File: config.mk
export PLATFORM = sky130hd
export DESIGN_NAME = tans_huffman_decoder_flat
export DESIGN_NICKNAME = d
export VERILOG_FILES = /design/src/rtl/tans_huffman_decoder_if.sv /design/src/rtl/tans_huffman_decoder.sv /design/src/flat_wrapper.sv
export SDC_FILE = /design/constraint.sdc
export NUM_CORES = 1
export LEC_CHECK = 0
export ABC_CLOCK_PERIOD_IN_PS = 1900
export CORE_ASPECT_RATIO = 1.2
export CORE_MARGIN = 3
export CORE_UTILIZATION = 47
export CTS_CLUSTER_DIAMETER = 120
export DETAILED_ROUTE_END_ITERATION = 10
export GPL_TIMING_DRIVEN = 1
export PLACE_DENSITY = 0.77
export SLEW_MARGIN = 20
export SYNTH_ARGS = -nofsm -noshare
export SYNTH_HDL_FRONTEND = slang
export SYNTH_SLANG_ARGS = --single-unit
File: constraint.sdc
create_clock -name PHI -period 1.9 [get_ports PHI]
set_clock_uncertainty 0.05 [all_clocks]
set_input_delay 0.38 -clock PHI [delete_from_list [all_inputs] [get_ports PHI]]
set_output_delay 0.38 -clock PHI [all_outputs]
set_load 0.005 [all_outputs]
File: src/rtl/tans_huffman_decoder_if.sv
// Handshake bundle for tans_huffman_decoder: run control, LIFO bit fetch, Huffman bit output.
// The master side drives runs and supplies bits; the slave side is the decoder.
interface tans_huffman_decoder_if #(
    parameter int unsigned CW = 8
) ();
    logic          start;
    logic [3:0]    init_state;
    logic [CW-1:0] sym_count;
    logic [2:0]    in_bits;
    logic          in_valid;
    logic          in_ready;
    logic [1:0]    need;
    logic          o_bit;
    logic          o_valid;
    logic          o_ready;
    logic          busy;
    logic          done;
    logic          err;
    logic [3:0]    state_out;

    modport master (
        output start, init_state, sym_count, in_bits, in_valid, o_ready,
        input  in_ready, need, o_bit, o_valid, busy, done, err, state_out
    );

    modport slave (
        input  start, init_state, sym_count, in_bits, in_valid, o_ready,
        output in_ready, need, o_bit, o_valid, busy, done, err, state_out
    );
endinterface

File: src/rtl/tans_huffman_decoder.sv
// Walks the 8-state tANS decode table (LA=5, LB=2, LC=1) from the final encoder state,
// re-emitting symbols as serial Huffman codes A=0, B=10, C=11 in reverse encode order.
module tans_huffman_decoder #(
    parameter int unsigned CW = 8
) (
    input logic                     PHI,
    input logic                     RST,
    tans_huffman_decoder_if.slave   bus
);

    typedef enum logic [2:0] {StIdle, StLookup, StEmit, StFetch, StDone} state_e;

    state_e        state_q, state_d;
    logic [3:0]    x_q, x_d;
    logic [CW-1:0] rem_q, rem_d;
    logic          len2_q, len2_d;
    logic          lo_q, lo_d;
    logic [3:0]    xs_q, xs_d;
    logic [1:0]    nb_q, nb_d;
    logic          bit_idx_q, bit_idx_d;
    logic          done_q, done_d;
    logic          err_q, err_d;
    logic [3:0]    state_out_q, state_out_d;

    logic          t_len2, t_lo;
    logic [3:0]    t_xs;
    logic [1:0]    t_nb;
    logic [2:0]    fetch_mask;
    logic [3:0]    fetch_x;
    logic          last_bit;

    // Decode table: len2/lo encode the Huffman code (A: len1, B: 10, C: 11).
    always_comb begin
        t_len2 = 1'b0;
        t_lo   = 1'b0;
        t_xs   = 4'd0;
        t_nb   = 2'd0;
        case (x_q)
            4'd8:  begin t_xs = 4'd5; t_nb = 2'd1; end
            4'd9:  begin t_xs = 4'd6; t_nb = 2'd1; end
            4'd10: begin t_xs = 4'd7; t_nb = 2'd1; end
            4'd11: begin t_xs = 4'd8; t_nb = 2'd0; end
            4'd12: begin t_xs = 4'd9; t_nb = 2'd0; end
            4'd13: begin t_len2 = 1'b1; t_xs = 4'd2; t_nb = 2'd2; end
            4'd14: begin t_len2 = 1'b1; t_xs = 4'd3; t_nb = 2'd2; end
            4'd15: begin t_len2 = 1'b1; t_lo = 1'b1; t_xs = 4'd1; t_nb = 2'd3; end
            default: ;
        endcase
    end

    always_comb begin
        case (nb_q)
            2'd1:    fetch_mask = 3'b001;
            2'd2:    fetch_mask = 3'b011;
            2'd3:    fetch_mask = 3'b111;
            default: fetch_mask = 3'b000;
        endcase
        fetch_x  = (xs_q << nb_q) | {1'b0, bus.in_bits & fetch_mask};
        last_bit = len2_q ? bit_idx_q : 1'b1;
    end

    always_comb begin
        state_d     = state_q;
        x_d         = x_q;
        rem_d       = rem_q;
        len2_d      = len2_q;
        lo_d        = lo_q;
        xs_d        = xs_q;
        nb_d        = nb_q;
        bit_idx_d   = bit_idx_q;
        done_d      = 1'b0;
        err_d       = 1'b0;
        state_out_d = state_out_q;
        unique case (state_q)
            StIdle: begin
                if (bus.start) begin
                    if (!bus.init_state[3]) begin
                        err_d = 1'b1;
                    end else if (bus.sym_count == '0) begin
                        done_d      = 1'b1;
                        state_out_d = bus.init_state;
                    end else begin
                        x_d     = bus.init_state;
                        rem_d   = bus.sym_count;
                        state_d = StLookup;
                    end
                end
            end
            StLookup: begin
                len2_d    = t_len2;
                lo_d      = t_lo;
                xs_d      = t_xs;
                nb_d      = t_nb;
                bit_idx_d = 1'b0;
                rem_d     = rem_q - 1'b1;
                state_d   = StEmit;
            end
            StEmit: begin
                if (bus.o_ready) begin
                    if (!last_bit) begin
                        bit_idx_d = 1'b1;
                    end else if (rem_q == '0) begin
                        // Last symbol: its refill bits belong to no symbol, so never fetch.
                        done_d      = 1'b1;
                        state_out_d = x_q;
                        state_d     = StDone;
                    end else if (nb_q == 2'd0) begin
                        x_d     = xs_q;
                        state_d = StLookup;
                    end else begin
                        state_d = StFetch;
                    end
                end
            end
            StFetch: begin
                if (bus.in_valid) begin
                    x_d     = fetch_x;
                    state_d = StLookup;
                end
            end
            StDone: state_d = StIdle;
            default: state_d = StIdle;
        endcase
    end

    always_ff @(posedge PHI or posedge RST) begin
        if (RST) begin
            state_q     <= StIdle;
            x_q         <= 4'd0;
            rem_q       <= '0;
            len2_q      <= 1'b0;
            lo_q        <= 1'b0;
            xs_q        <= 4'd0;
            nb_q        <= 2'd0;
            bit_idx_q   <= 1'b0;
            done_q      <= 1'b0;
            err_q       <= 1'b0;
            state_out_q <= 4'd0;
        end else begin
            state_q     <= state_d;
            x_q         <= x_d;
            rem_q       <= rem_d;
            len2_q      <= len2_d;
            lo_q        <= lo_d;
            xs_q        <= xs_d;
            nb_q        <= nb_d;
            bit_idx_q   <= bit_idx_d;
            done_q      <= done_d;
            err_q       <= err_d;
            state_out_q <= state_out_d;
        end
    end

    assign bus.in_ready  = (state_q == StFetch);
    assign bus.need      = (state_q == StFetch) ? nb_q : 2'd0;
    assign bus.o_valid   = (state_q == StEmit);
    assign bus.o_bit     = (state_q == StEmit) && len2_q && (bit_idx_q ? lo_q : 1'b1);
    assign bus.busy      = (state_q != StIdle);
    assign bus.done      = done_q;
    assign bus.err       = err_q;
    assign bus.state_out = state_out_q;

endmodule

File: src/flat_wrapper.sv
// flat-port wrapper written by rule: the top's interface ports become plain ports
module tans_huffman_decoder_flat 
#(
    parameter int unsigned CW = 8
)
  (PHI, RST, bus_start, bus_init_state, bus_sym_count, bus_in_bits, bus_in_valid, bus_o_ready, bus_in_ready, bus_need, bus_o_bit, bus_o_valid, bus_busy, bus_done, bus_err, bus_state_out);
  tans_huffman_decoder_if #(.CW(CW)) bus_i ();
  input logic PHI;
  input logic RST;
  input wire logic [$bits(bus_i.start)-1:0] bus_start;
  input wire logic [$bits(bus_i.init_state)-1:0] bus_init_state;
  input wire logic [$bits(bus_i.sym_count)-1:0] bus_sym_count;
  input wire logic [$bits(bus_i.in_bits)-1:0] bus_in_bits;
  input wire logic [$bits(bus_i.in_valid)-1:0] bus_in_valid;
  input wire logic [$bits(bus_i.o_ready)-1:0] bus_o_ready;
  output wire logic [$bits(bus_i.in_ready)-1:0] bus_in_ready;
  output wire logic [$bits(bus_i.need)-1:0] bus_need;
  output wire logic [$bits(bus_i.o_bit)-1:0] bus_o_bit;
  output wire logic [$bits(bus_i.o_valid)-1:0] bus_o_valid;
  output wire logic [$bits(bus_i.busy)-1:0] bus_busy;
  output wire logic [$bits(bus_i.done)-1:0] bus_done;
  output wire logic [$bits(bus_i.err)-1:0] bus_err;
  output wire logic [$bits(bus_i.state_out)-1:0] bus_state_out;
  assign bus_i.start = bus_start;
  assign bus_i.init_state = bus_init_state;
  assign bus_i.sym_count = bus_sym_count;
  assign bus_i.in_bits = bus_in_bits;
  assign bus_i.in_valid = bus_in_valid;
  assign bus_i.o_ready = bus_o_ready;
  assign bus_in_ready = bus_i.in_ready;
  assign bus_need = bus_i.need;
  assign bus_o_bit = bus_i.o_bit;
  assign bus_o_valid = bus_i.o_valid;
  assign bus_busy = bus_i.busy;
  assign bus_done = bus_i.done;
  assign bus_err = bus_i.err;
  assign bus_state_out = bus_i.state_out;
  tans_huffman_decoder #(.CW(CW)) u_core (.PHI(PHI), .RST(RST), .bus(bus_i));
endmodule
==> reports/qor.yml, run 1 <==
layout:
  final_cells: 318
  layout_common_cells: "buf_4, dfrtp_1, clkdlybuf4s50_1"
  diodes: 0
  drive_gt1_share_pct: 36.1
  final_common_cell: "buf_4"
  multi_input_area_um2: 1130
  syn_to_final_growth_pct: 54.1
  fillCellCount: 259
  regArea_um2: 754
  fin_nets: 286
global_routing:
  antenna_found_initial: 0
  grt_max_degree: 31
  grt_pass1_wl_um: 8090
  first_global_vias: 1787
  grt_usage_pct: 22.3
  overflow: 0
place:
  pre_cts_ws_ps: -483
  io_buffers: 31
  place_congestion: 0.880
  hpwlAfterDp_um: 3450
  placed_cells: 296
status:
  status: "finished clean"
detailed_routing:
  wl_met2_um: 2750
  wl_met1_um: 2040
  vias: 1797
  maxUsedRoutingLayer: "met4"
  routed_wl_um: 5180
  first_pass_iters: 4
  drtIter0Drc: 141
  ant_nets: 0
  avgRoutedWirePerCell_um: 16.3
  via_per_inst: 5.65
  met3_length_um: 269
  post-route-drc-count: 0
timing:
  max_slew_margin_pct: 66.6
  setup_ws_ps: 25.0
  drv_slew: 0
  fin_crit_sh_pct: 98.7
  setup_viol: 0
  period_needed_ps: 1880
  fmax_ghz: 0.533
  worst_pin_slew_ps: 497
  report.final.hold_viol_count: 0
clock_network:
  cts_buffers: 5
  clkLatencyLatePin_ps: 280
  h-tree-depth: 2
  cts_tree: "done"
  clk_pin_slew_ps: 70
  cts_sinks: 30
  cts.path.max_buffers: 2
  root_buffer: "clkbuf_8"
  cts_hold_buf: 0
synth:
  synth_seq_area_share_pct: 41.1
  netlist_area_um2: 1830
  yosysWarnings: 0
  synth-edff-count: 0
  syn-num-nets: 215
  ys.flop_type: "dfrtp_1"
  yosysUniqueCellTypes: 62
  async_flop_share_pct: 100
  syn_area_per_cell_um2: 9.42
  synthCells: 194
  ys_seq_elements: 30
job:
  drv_cap: 0
power:
  leakage_nw: 1.28
  power_density_nw_per_um2: 1690
  peakVddDrop_mv: 0.802
die:
  num_rows: 24
  die_h_um: 74.3
  start_util_pct: 49.5
  die_w_um: 62.9
  core_um2: 3690
  ioPinCount: 32
  dieArea_um2: 4680
critical_path:
  cp.arrival_ps: 1990
  critPathCaptureType: "flop"
  critPathKind: "reg2reg"
  cp_max_fo: 6
  worstPathRequired_ps: 2020
  startpoint_type: "flop"
worst_hold_path:
  hp-class: "in2reg"
cells by family (layout without fill, tap and decap cells):
kind of cell / count (synthesis) / after routing / synth area share, %
simple gates: 68 / 68 / 21.4
compound gates: 63 / 63 / 24.3
flops: 30 / 30 / 41.1
buf+inv: 21 / 93 / 5.54
mux: 9 / 9 / 6.02
xor+xnor: 2 / 2 / 0.958
fa+ha+maj: 1 / 1 / 0.684
through the flow:
stage	instance area (um^2)	TNS (ps)	total power, mW	hold WS (ps)	utilization, %
2_1_floorplan	1830	0	2.54	400	-
3_3_place_gp	2370	-5870	3.26	427	64.1
3_5_place_dp	2370	-6310	3.31	432	64.1
4_1_cts	2590	-346	4.28	435	70.2
5_1_grt	2820	-170	5.08	428	76.3
6_report	2820	0	4.77	391	76.3
where the power goes:
part | switching (mW) | total, mW | internal (mW)
Clock | 0.254 | 0.814 | 0.559
Combinational | 1.20 | 2.69 | 1.49
Sequential | 0.342 | 1.27 | 0.925
synth_stat cells (all sizes together), types with 2 or more instances:
| cell | n | area (um^2) |
|---|---|---|
| clkbuf | 3 | 11.3 |
| dfrtp | 30 | 751 |
| o21ai | 13 | 68.8 |
| o2bb2ai | 4 | 35.0 |
| a31oi | 3 | 18.8 |
| nand2b | 2 | 12.5 |
| nor4b | 2 | 23.8 |
| or3 | 2 | 12.5 |
| nor3b | 4 | 51.3 |
| and2 | 3 | 18.8 |
| and3 | 3 | 18.8 |
| a21boi | 2 | 15.0 |
| a21o | 3 | 22.5 |
| or3b | 2 | 17.5 |
| nand2 | 17 | 63.8 |
| nor2 | 14 | 52.6 |
| o22ai | 2 | 12.5 |
| inv | 9 | 33.8 |
| nor2b | 2 | 12.5 |
| mux2 | 6 | 67.6 |
| nor3 | 6 | 35.0 |
| o211ai | 3 | 22.5 |
| o22a | 2 | 17.5 |
| nand4 | 2 | 12.5 |
| buf | 9 | 56.3 |
| nor4 | 3 | 18.8 |
| or2 | 2 | 12.5 |
| nand3 | 3 | 20.0 |
| a21oi | 15 | 78.8 |
| a2bb2oi | 3 | 26.3 |
| mux2i | 2 | 20.0 |
layout make-up:
type,count,share of cell area (%)
clock buffers,6,2.93
clock inverters,2,2.13
inverters,9,1.20
multi-input cells,143,40.2
flip-flops and latches,30,26.8
well taps,52,2.31
repair buffers,76,24.5
worst max-delay path: stages (launching register included):
cell and delay, ps:
dfrtp_1 420, inv_2 120, ha_4 140, nor4b_4 330
nand3_4 190, o2111ai_4 180, mux2_4 330
flip-flops by register name, summed over array words and instances, names as in the netlist:
name,flops
u_core.bus.err,1
u_core.len2_q,1
u_core.bus.state_out,4
u_core.state_q,3
u_core.lo_q,1
u_core.nb_q,2
u_core.rem_q,8
u_core.xs_q,4
u_core.bus.done,1
u_core.x_q,4
u_core.bit_idx_q,1
repair_timing:
action,in CTS,in global routing
pin swaps,3,13
buffers inserted,4,11
hold endpoints to repair,0,0
setup endpoints to repair,19,19
cloned,0,1
gates resized for setup,27,33
final timing paths:
| path | slack, ps | from | depth (start not counted) | endpoint |
|---|---|---|---|---|
| min reg2reg | 450 | u_core.xs_q[2]$_DFFE_PP0P_ | 2 | u_core.xs_q[2]$_DFFE_PP0P_ |
| min in group asynchronous | 440 | RST | 3 | u_core.rem_q[1]$_DFFE_PP0P_ |
| max | 20 | u_core.rem_q[0]$_DFFE_PP0P_ | 6 | u_core.x_q[0]$_DFFE_PP0P_ |
| min | 390 | bus_sym_count[2] | 3 | u_core.rem_q[2]$_DFFE_PP0P_ |
| max in group asynchronous | 1040 | RST | 3 | u_core.state_q[0]$_DFFE_PP0P_ |
| max reg2reg | 20 | u_core.rem_q[0]$_DFFE_PP0P_ | 6 | u_core.x_q[0]$_DFFE_PP0P_ |
layer usage:
metal | global-route usage (%) | up-vias
met1 | 24.1 | 878
met3 | 4.38 | 9
li1 | - | 861
met4 | 9.07 | 0
met2 | 42.8 | 49
met5 | 0 | -
(Power assumes the default switching activity.)
==> run 2, diff against run 1 <==
CORE_MARGIN = default   (was 3)
==> reports/qor.yml, run 2 (synthesized netlist as in run 1, its figures left out) <==
timing:
  setup_ws_ps: 42.8
  drv_slew: 0
  report.final.hold_viol_count: 0
  setup_viol: 0
  period_needed_ps: 1860
  fmax_ghz: 0.538
  max_slew_margin_pct: 65.2
  hold_ws_ps: 422
  worst_pin_slew_ps: 518
  rsz0062_at_grt: "true"
  fin_crit_sh_pct: 97.7
critical_path:
  critPathCapture: "u_core.x_q[3]$_DFFE_PP0P_"
  reg2regPathDepth: 6
  ff2ff_setup_slack_ps: 40
  worstPathRequired_ps: 2020
  startpoint_type: "flop"
  startpoint: "u_core.state_q[1]$_DFFE_PP0P_"
  cp_max_fo: 7
  r2r_end: "u_core.x_q[3]$_DFFE_PP0P_"
  critPathCaptureType: "flop"
  r2r_start: "u_core.state_q[1]$_DFFE_PP0P_"
  cp.arrival_ps: 1980
  critPathKind: "reg2reg"
detailed_routing:
  avgRoutedWirePerCell_um: 16.3
  routed_wl_um: 5140
  post-route-drc-count: 0
  vias: 1791
  first_pass_iters: 5
  ant_nets: 0
  via_per_inst: 5.67
  drtIter0Drc: 119
clock_network:
  cts_tree: "done"
  h-tree-depth: 2
  root_buffer: "clkbuf_8"
  clkLatencyLatePin_ps: 290
  cts_sinks: 30
  cts.path.max_buffers: 2
  cts_buffers: 5
  clk_pin_slew_ps: 60
power:
  combPwrFrac_pct: 56.1
  peakVddDrop_mv: 0.947
  p_total_mw: 4.30
  p_int_mw: 2.59
  pwr-share-seq_pct: 29.6
  switching_power_mw: 1.71
  power_density_nw_per_um2: 1590
  leakage_nw: 1.22
  p_clk_share_pct: 14.2
  switching_share_pct: 39.7
die:
  die_w_um: 58.9
  num_rows: 24
  dieArea_um2: 4140
  die_h_um: 70.3
  core_um2: 3660
  start_util_pct: 49.9
  ioPinCount: 32
layout:
  layout_common_cells: "buf_4, dfrtp_1, clkdlybuf4s50_1"
  diodes: 0
  regArea_um2: 754
  syn_to_final_growth_pct: 47.6
  drive_gt1_share_pct: 32.2
  largest_reg_flops: 8
  largest-register: "u_core.rem_q"
  fillCellCount: 290
  final_common_cell: "buf_4"
  finish.utilization_pct: 73.6
  multi_input_area_um2: 1090
  fin_nets: 284
global_routing:
  antenna_found_initial: 0
  overflow: 0
  first_global_vias: 1751
  grt_pass1_wl_um: 8220
  grt_max_degree: 31
  grt_usage_pct: 26.8
place:
  io_buffers: 31
  pre_cts_ws_ps: -390
  hpwlAfterDp_um: 3340
  place_congestion: 0.920
job:
  drv_cap: 0
status:
  status: "finished clean"
worst_hold_path:
  hp-class: "in2async"
run 2: changes by cell type in the layout (fill, tap and decap cells not counted), moves of 2 or more:
cell,change
a21oi_2,-3
a21oi_1,+2
bufinv_16,-2
clkbuf_8,+2
inv_1,+2
inv_2,-2
o21ai_2,-2
run 2: final cells by class:
type | instances | share of cell area, %
Clock buffer | 8 | 4.08
Multi-Input combinational cell | 143 | 40.3
Inverter | 9 | 1.25
Sequential cell | 30 | 28.0
Tap cell | 52 | 2.41
Timing Repair Buffer | 74 | 24.0
run 2: power by group through the flow:
stage | sequential, mW | combinational (mW) | clock [mW]
2_1_floorplan | 1.13 | 1.41 | 0
3_3_place_gp | 1.25 | 2.06 | 0
3_5_place_dp | 1.25 | 2.09 | 0
4_1_cts | 1.25 | 2.33 | 0.625
5_1_grt | 1.30 | 2.62 | 0.656
6_report | 1.27 | 2.41 | 0.612
run 2: repair_timing:
item	CTS	global route
buffers inserted	9	2
hold buffers	0	0
setup endpoints to repair	14	13
resized for setup	30	13
pin swaps	2	5
run 2: worst min path at each step:
stage	slack (ps)	cells after the start	to
floorplan	400	1	u_core.bus.err$_DFF_PP0_
global placement	430	1	u_core.bus.state_out[0]$_DFFE_PP0P_
detailed placement	430	1	u_core.bus.state_out[0]$_DFFE_PP0P_
CTS	430	3	u_core.rem_q[0]$_DFFE_PP0P_
global route	460	3	u_core.rem_q[2]$_DFFE_PP0P_
finish	420	3	u_core.rem_q[0]$_DFFE_PP0P_
run 2: metal layers:
metal	up-vias	track usage, %	wire length [um]
met2	62	43.3	2570
li1	856	-	-
met3	17	5.93	231
met4	0	14.0	178
met5	-	0	0
met1	856	32.8	2160
run 2: stage by stage:
| stage | setup TNS [ps] | instance area [um^2] | instances |
|---|---|---|---|
| final | 0 | 2700 | 316 |
| after detailed placement | -5440 | 2380 | 298 |
| after floorplan | 0 | 1830 | 194 |
| after global placement | -4650 | 2380 | 298 |
| after CTS | 0 | 2630 | 314 |
| after global routing | -21.9 | 2700 | 316 |
run 2: critical path, cell delays in order (launching register included):
cell	delay, ps
dfrtp_2	420
buf_4	170
buf_4	110
nand2_1	70
a221oi_2	340
o2111ai_4	230
mux2_4	350
==> run 3, diff against run 2 <==
CORE_MARGIN = 2   (was default)
CTS_CLUSTER_DIAMETER = default   (was 120)
==> reports/qor.yml, run 3 (synthesized netlist as in run 1, its figures left out) <==
die:
  die_h_um: 72.3
  num_rows: 24
  core_um2: 3690
  dieArea_um2: 4410
  start_util_pct: 49.5
  die_w_um: 60.9
  ioPinCount: 32
critical_path:
  slowest_stage: "dfrtp_2"
  cpPeakStageDelay_ps: 450
  startpoint_type: "flop"
  critPathKind: "reg2reg"
  worstPathRequired_ps: 2020
  path_cells: "buf_6, nor3b_4, buf_6, buf_8, a21bo_4, o2111ai_4, mux2_4"
  critPathCaptureType: "flop"
  cp_num_buf_inv: 3
  path_common_cell: "buf_6"
  cp_top_family: "flip-flops"
  cp_max_fo: 6
  cp.arrival_ps: 2040
timing:
  setup_viol: 5
  fmax_ghz: 0.523
  rsz0062_at_grt: "true"
  worst_pin_slew_ps: 678
  report.final.hold_viol_count: 0
  period_needed_ps: 1910
  drv_slew: 0
  max_slew_margin_pct: 54.5
  hold_ws_ps: 416
  setup_ws_ps: -12.3
  fin_crit_sh_pct: 101
status:
  violations: "negative setup slack"
  status: "finished with violations"
power:
  peakVddDrop_mv: 1.03
  power_density_nw_per_um2: 1660
  leakage_nw: 1.25
  p_total_mw: 4.58
place:
  place_area_um2: 2340
  io_buffers: 31
  pre_cts_ws_ps: -468
  hpwlAfterDp_um: 3310
  placed_cells: 292
  place_congestion: 0.895
clock_network:
  clkLatencyLatePin_ps: 290
  cts_hold_buf: 0
  cts_tree: "done"
  cts_sinks: 30
  cts_buffers: 5
  root_buffer: "clkbuf_8"
  cts.path.max_buffers: 2
  clk_pin_slew_ps: 70
  h-tree-depth: 2
detailed_routing:
  via_per_inst: 5.59
  drtIter0Drc: 93
  first_pass_iters: 4
  ant_nets: 0
  routed_wl_um: 5090
  post-route-drc-count: 0
  avgRoutedWirePerCell_um: 16.1
  vias: 1772
layout:
  diodes: 0
  largest-register: "u_core.rem_q"
  final_common_cell: "buf_4"
  fin_nets: 285
  drive_gt1_share_pct: 34.0
  final_area_um2: 2760
  largest_reg_flops: 8
  final_cells: 317
  layout_common_cells: "buf_4, dfrtp_1, clkdlybuf4s50_1"
  fillCellCount: 261
  syn_to_final_growth_pct: 50.7
global_routing:
  grt_max_degree: 31
  overflow: 0
  grt_pass1_wl_um: 8050
  grt_usage_pct: 24.5
  antenna_found_initial: 0
  first_global_vias: 1800
worst_hold_path:
  hp-class: "in2reg"
job:
  drv_cap: 0
-- run 3: cell count changes in the layout (fill, tap and decap cells not counted), sizes merged --
cell and change:
clkdlybuf4s50 -2, bufinv +2, buf +1, dlygate4sd2 +1, clkdlybuf4s15 -1
-- run 3: layer usage --
| layer | part of all wire (%) | track usage (%) | routed length [um] | vias to the layer above |
|---|---|---|---|---|
| met1 | 41 | 30.5 | 2080 | 868 |
| met3 | 3.7 | 5.17 | 190 | 9 |
| met2 | 54 | 42.2 | 2740 | 43 |
| li1 | - | - | - | 852 |
| met5 | 0 | 0 | 0 | - |
| met4 | 1.5 | 7.25 | 78 | 0 |
-- run 3: path summary, 6_finish.rpt --
kind                                                startpoint                                  end  slack, ps  cells after the start
setup / recovery                 u_core.state_q[2]$_DFFE_PP0P_            u_core.x_q[1]$_DFFE_PP0P_        -10                      7
hold / removal                                bus_sym_count[3]          u_core.rem_q[3]$_DFFE_PP0P_        420                      3
setup reg to reg                 u_core.state_q[2]$_DFFE_PP0P_            u_core.x_q[1]$_DFFE_PP0P_        -10                      7
hold reg to reg            u_core.bus.state_out[0]$_DFFE_PP0P_  u_core.bus.state_out[0]$_DFFE_PP0P_        450                      1
max in group asynchronous                                  RST        u_core.state_q[0]$_DFFE_PP0P_       1050                      3
min in group asynchronous                                  RST          u_core.rem_q[2]$_DFFE_PP0P_        430                      3
-- run 3: layout make-up --
cell class / count / area, um^2 / share of cell area (%)
clock buffers: 6 / 82.6 / 3.00
multi-input cells: 143 / 1080 / 39.4
well taps: 52 / 65.1 / 2.36
flip-flops and latches: 30 / 754 / 27.4
repair buffers: 75 / 674 / 24.5
clock inverters: 2 / 60.1 / 2.18
inverters: 9 / 33.8 / 1.23
-- run 3: timing repair --
action,in CTS,in global routing
gates resized for setup,24,33
pin swaps,4,5
cloned,0,0
setup endpoints to repair,14,20
buffers inserted,9,8
-- run 3: worst register-to-register path: cells and delay by family, from the launching register on --
family / cells / cell delay [ps]
buffers and inverters: 3 / 380
DFF: 1 / 450
muxes: 1 / 330
AOI/OAI and AO/OA: 2 / 350
and+or+nand+nor: 1 / 230
-- run 3: report_power, final --
group / switching [mW] / internal (mW) / total (mW) / leakage (nW)
registers: 0.343 / 0.924 / 1.27 / 0.362
clock network: 0.260 / 0.560 / 0.820 / 0.0714
logic: 1.12 / 1.37 / 2.49 / 0.820
total: 1.72 / 2.86 / 4.58 / 1.25
-- run 3: through the flow --
stage,TNS [ps],utilization [%]
2_1_floorplan,0,-
4_1_cts,-464,70.6
5_1_grt,-278,74.6
3_5_place_dp,-5390,63.3
3_3_place_gp,-5340,63.3
6_report,-34.0,74.6
